--- src/rtl/mux_n_to_1_rr.sv ---
// N-channel streaming multiplexer with valid/ready handshakes and a single
// registered output stage; round-robin or fixed-priority arbitration, plus force mode.
module mux_n_to_1_rr #(
  parameter int N         = 4,
  parameter int W         = 8,
  parameter int SEL_W     = 2,
  parameter int FIXED_PRI = 0
) (
  input  logic               clk,
  input  logic               reset,
  input  logic [N*W-1:0]     in_data,
  input  logic [N-1:0]       in_valid,
  output logic [N-1:0]       in_ready,
  input  logic               force_en,
  input  logic [SEL_W-1:0]   force_sel,
  output logic [W-1:0]       out_data,
  output logic [SEL_W-1:0]   out_sel,
  output logic               out_valid,
  input  logic               out_ready
);

  localparam int NP = 1 << SEL_W;

  logic [W-1:0]     out_data_reg;
  logic [SEL_W-1:0] out_sel_reg;
  logic             out_valid_reg;
  logic [SEL_W-1:0] ptr_reg;
  logic [SEL_W-1:0] ptr_next;

  logic             load;
  logic             grant_found;
  logic [SEL_W-1:0] grant_idx;
  logic [SEL_W:0]   rr_sum;

  // Channels padded out to the full index range so any SEL_W index is legal;
  // padding channels are never valid, which also rejects force_sel >= N.
  logic [NP-1:0]    valid_pad;
  logic [W-1:0]     word_pad [NP];

  genvar gi;
  generate
    for (gi = 0; gi < NP; gi++) begin : g_pad
      if (gi < N) begin : g_real
        assign valid_pad[gi] = in_valid[gi];
        assign word_pad[gi]  = in_data[gi*W +: W];
      end else begin : g_fill
        assign valid_pad[gi] = 1'b0;
        assign word_pad[gi]  = '0;
      end
    end
  endgenerate

  assign load = !out_valid_reg || out_ready;

  always_comb begin
    grant_found = 1'b0;
    grant_idx   = '0;
    rr_sum      = '0;
    if (force_en) begin
      grant_idx   = force_sel;
      grant_found = valid_pad[force_sel];
    end else if (FIXED_PRI != 0) begin
      for (int i = N - 1; i >= 0; i--) begin
        if (valid_pad[SEL_W'(i)]) begin
          grant_found = 1'b1;
          grant_idx   = SEL_W'(i);
        end
      end
    end else begin
      // Search ptr, ptr+1, ... wrapping at N; first valid channel wins.
      for (int i = 0; i < N; i++) begin
        rr_sum = {1'b0, ptr_reg} + (SEL_W+1)'(i);
        if (rr_sum >= (SEL_W+1)'(N))
          rr_sum = rr_sum - (SEL_W+1)'(N);
        if (!grant_found && valid_pad[rr_sum[SEL_W-1:0]]) begin
          grant_found = 1'b1;
          grant_idx   = rr_sum[SEL_W-1:0];
        end
      end
    end
  end

  generate
    for (gi = 0; gi < N; gi++) begin : g_ready
      assign in_ready[gi] = load && grant_found && (grant_idx == SEL_W'(gi));
    end
  endgenerate

  assign ptr_next = (grant_idx == SEL_W'(N - 1)) ? '0 : grant_idx + 1'b1;

  always_ff @(posedge clk) begin
    if (reset) begin
      out_data_reg  <= '0;
      out_sel_reg   <= '0;
      out_valid_reg <= 1'b0;
      ptr_reg       <= '0;
    end else if (load) begin
      if (grant_found) begin
        out_data_reg  <= word_pad[grant_idx];
        out_sel_reg   <= grant_idx;
        out_valid_reg <= 1'b1;
        if (!force_en && FIXED_PRI == 0)
          ptr_reg <= ptr_next;
      end else begin
        out_valid_reg <= 1'b0;
      end
    end
  end

  assign out_data  = out_data_reg;
  assign out_sel   = out_sel_reg;
  assign out_valid = out_valid_reg;

endmodule
--- config.mk ---
export PLATFORM = sky130hd
export DESIGN_NAME = mux_n_to_1_rr
export DESIGN_NICKNAME = d
export VERILOG_FILES = /design/src/rtl/mux_n_to_1_rr.sv
export SDC_FILE = /design/constraint.sdc
export NUM_CORES = 1
export LEC_CHECK = 0
export CELL_PAD_IN_SITES_DETAIL_PLACEMENT = 1
export CELL_PAD_IN_SITES_GLOBAL_PLACEMENT = 1
export CORE_UTILIZATION = 27
export CTS_BUF_LIST = sky130_fd_sc_hd__clkbuf_4 sky130_fd_sc_hd__clkbuf_8
export DETAILED_ROUTE_END_ITERATION = 16
export PLACE_DENSITY_LB_ADDON = 0.1
export SLEW_MARGIN = 40
export SYNTH_ARGS = -nofsm -noshare
export SYNTH_HDL_FRONTEND = slang
export SYNTH_SLANG_ARGS = --single-unit
--- constraint.sdc ---
create_clock -name clk -period 4.1 [get_ports clk]
set_input_delay 1.23 -clock clk [delete_from_list [all_inputs] [get_ports clk]]
set_output_delay 1.23 -clock clk [all_outputs]
set_load 0.03 [all_outputs]
==> summary.md <==
| Metric | Value |
|---|---|
| Routed wire length | between 3000 and 4000 um |
| Detail Route Antenna Nets | 0 |
| Pwr Total | between 0.0005 and 0.0006 W |
| Largest family of logic cells by synthesized area | simple AND/OR/NAND/NOR gates |
| Final GP Congestion | 0.780 |
| Cell Area, Placed | 1680 sq um |
| FILL cells | between 400 and 500 |
| Post-Layout Cell Count | 250 |
| Chip Height | 63.0 um |
| Antenna violations before repair | 0 |
| Hold Path End | out_sel[1]$_SDFFE_PP0N_ |
| I/O Pins | 57 |
| Layout cells sized above 1 | 20.6% |
| Fmax | 252 MHz |
| Avg WL per Cell | 15.2 um |
| Critical path buffer and inverter count | 2 |
| Placed Cells | 243 |
| Clock Tree Buf Depth | 2 |
| Netlist cell types | 33 |
| Core footprint | 3440 sq um |
| Post-detail-place hpwl | 2920 um |
| Area delta synth->final | 75.4% |
| Yosys reg bits | 13 |
| Number of synthesized flops with an enable pin | 0 |
| Via count | about 1,300 |
| Top post-synthesis cells by area | dfxtp_1 (26%), nand3_1 (16%), a32o_1 (8.0%) |
| Multi-input gate area | 702 sq um |
| Die ar. | 3970 sq um |
| Reg2Reg Depth | 8 |
| Most common cell in the netlist | nand3_1 |
| Slowest CP cell | clkdlybuf4s50_1 |
| Max Cap Viol | 0 |
| Synth Area in Compound Gates | 27.5% |
| RSZ-0062 raised after global routing | no |
| Worst Hold Class | flip-flop to flip-flop |
| Syn avg cell area | around 7.6 sq um |
| Static leakage | ~0.71 nW |
| Sequential share of power | 28.8% |
| Final Cell Area | between 1500 and 2000 sq um |
| Final setup vio count | 0 |
| Clk pwr share | 23.2% |
| Total gr overflow | 0 |
| Final Hold Fails | 0 |
| Clk sink count | 13 |
| Crit path launch type | input port |
| GRT Total Usage | 19.7% |
| Adder-cell share of the synthesized area | 1.24% |
| Ys flop type | dfxtp_1 |
| Nets@finish | 248 |
| Max FFs per register | 8 |
| Post-synth top cells | nand3_1 (32), dfxtp_1 (13), o21ai_0 (11) |
| Arr. time, crit path | 2.73 ns |
| Residual DRC | 0 |
| PwrDens | between 200 and 300 nW/um^2 |
| CP required | 2.87 ns |
| FF/Latch Area | between 200 and 300 sq um |
| Port Buffer Count | 56 |
| Hold path startpoint | out_sel[1]$_SDFFE_PP0N_ |
| # hold bufs at CTS | 0 |
| Post-Synthesis Cells | 133 |
| Async set-reset flop share out of synthesis | 0% |
| CTS tree | done |
| Initial core utilization | 29.2% |
| Worst-Margin Slew | 0.803 ns |
| Clock Latency Late Sink | 0.24 ns |
| Crit path cell chain | clkdlybuf4s50_1, mux4_2, mux2i_1, nand2b_4, or2_4, nor3_2, buf_4 |
| Switching power | 0.000184 W |
| Outcome | finished clean |
| Worst hold path depth | 2 |
| Nature of the critical path endpoint | primary output |
| Die span in x | 63.0 um |
| Tmin final | 3.96 ns |
| Crit path max-delay family | buffers and inverters |
| H-tree lvl count | 1 |
| First-pass GRT wire length | between 6000 and 7000 um |
| Setup slack, reg-to-reg | a little under 2 ns |
| Area leader, netlist | dfxtp_1 |
| Max IR drop VDD | 0.124 mV |
| Antenna cells | 0 |
| Synth warnings | 0 |
| Synth top area share | 25.9% |
| Largest net degree at the start of global routing | 19 |
| Post-synthesis xor/xnor area fraction | 0% |
| Vias per cell | 5.21 |
| Final Cycle Share | 96.7% |
| Simple-gate portion of the synthesized area | 34.8% |
| Clk pin slew, worst setup/hold paths | approximately 0.060 ns |
| Critical path class | input port to primary output |
| Power Internal | 0.000344 W |
| Worst path max stage delay | 0.48 ns |
| Mapped cell area | 1010 sq um |
| Iteration-0 DRC Markers | 70 |
| Gate power share | 47.9% |
| CTS Buf Count | 3 |
| Max-slew violations | 0 |
| Clk_skew | 0.0107 ns |
| Slew Limit Headroom | roughly 46% |
| Syn Nets | between 150 and 200 |
| Sequential fraction of the synthesis area | 25.9% |
| Net Sw Frac | between 30% and 40% |
| DR pass1 iterations | 4 |
| Vias in the first global route | between 1,000 and 1,500 |
| Worst Path Max Fanout | 3 |
| R2r startpoint | ptr_reg[1]$_SDFFE_PP0P_ |
| Clock Root Buffer | clkbuf_8 |
| Site row count | 21 |
| Post-synthesis mux area share | 3.23% |
| FF-to-FF End | out_data[2]$_SDFFE_PP0N_ |
per-stage QoR:
stage | utilization, % | setup TNS (ns) | setup WS [ns] | hold WS [ns]
after global routing | 51.3 | 0 | 0.0399 | 0.480
after detailed placement | 48.7 | -0.871 | -0.254 | 0.458
final | 51.3 | 0 | 0.135 | 0.461
after CTS | 51.2 | 0 | 0.0104 | 0.467
after global placement | 48.7 | -0.445 | -0.143 | 0.452
after floorplan | - | 0 | 0.0201 | 0.530
layout make-up:
class                      instances  area share, %
multi-input combinational        108           39.8
timing repair buffer              75           38.4
sequential                        13           14.8
tap                               46           3.26
clock buffer                       4           2.77
inverter                           4          0.993
what timing repair did:
item,CTS,global route
endpoints found under the setup margin,4,4
resized for setup,9,10
pin swaps,1,2
setup buffers,3,0
worst max path at each step:
stage / start / end / cells past startpoint
floorplan: in_valid[0] / in_ready[3] / 8
global placement: in_valid[2] / in_ready[0] / 8
detailed placement: in_valid[0] / in_ready[3] / 9
CTS: in_valid[2] / in_ready[0] / 8
global route: in_valid[3] / in_ready[0] / 8
finish: force_sel[1] / in_ready[3] / 7
layout by cell type, fill, tap and decap left out, drive strengths merged, types with 5 or more instances in the layout:
cell           synthesis  layout
o21ai                 18      18
dfxtp                 13      13
nand2b                 5       5
nor2b                  8       8
clkbuf                 3       7
clkdlybuf4s50          0      46
a32o                   8       8
nor2                  10      10
buf                    5      23
nand3                 32      32
kinds of logic (layout without fill, tap and decap cells):
group | count (synthesis) | in the layout
AND/OR/NAND/NOR | 67 | 67
AO/OA/AOI/OAI | 38 | 38
flip-flops | 13 | 13
buffers and inverters | 12 | 83
multiplexers | 2 | 2
adder cells (fa/ha/maj) | 1 | 1
power groups by stage:
stage               combinational (W)  clock [W]  sequential, W
finish                       0.000253   0.000123       0.000152
global route                 0.000273   0.000133       0.000154
CTS                          0.000252   0.000125       0.000153
detailed placement           0.000245          0       0.000155
global placement             0.000240          0       0.000154
floorplan                    0.000105          0       0.000180
routing by layer:
layer,wire (um),GRT usage [%],up-vias
met3,128,1.28,2
met2,1920,36.8,32
met5,0,0,-
li1,-,-,641
met4,34,7.27,0
met1,1720,23.1,628
worst min-delay path, stage by stage, from the launching register on:
cell and delay (ns):
dfxtp_1 0.31, nand2_1 0.05, a21oi_1 0.05
Note: power is estimated with default switching activity, not from simulation.
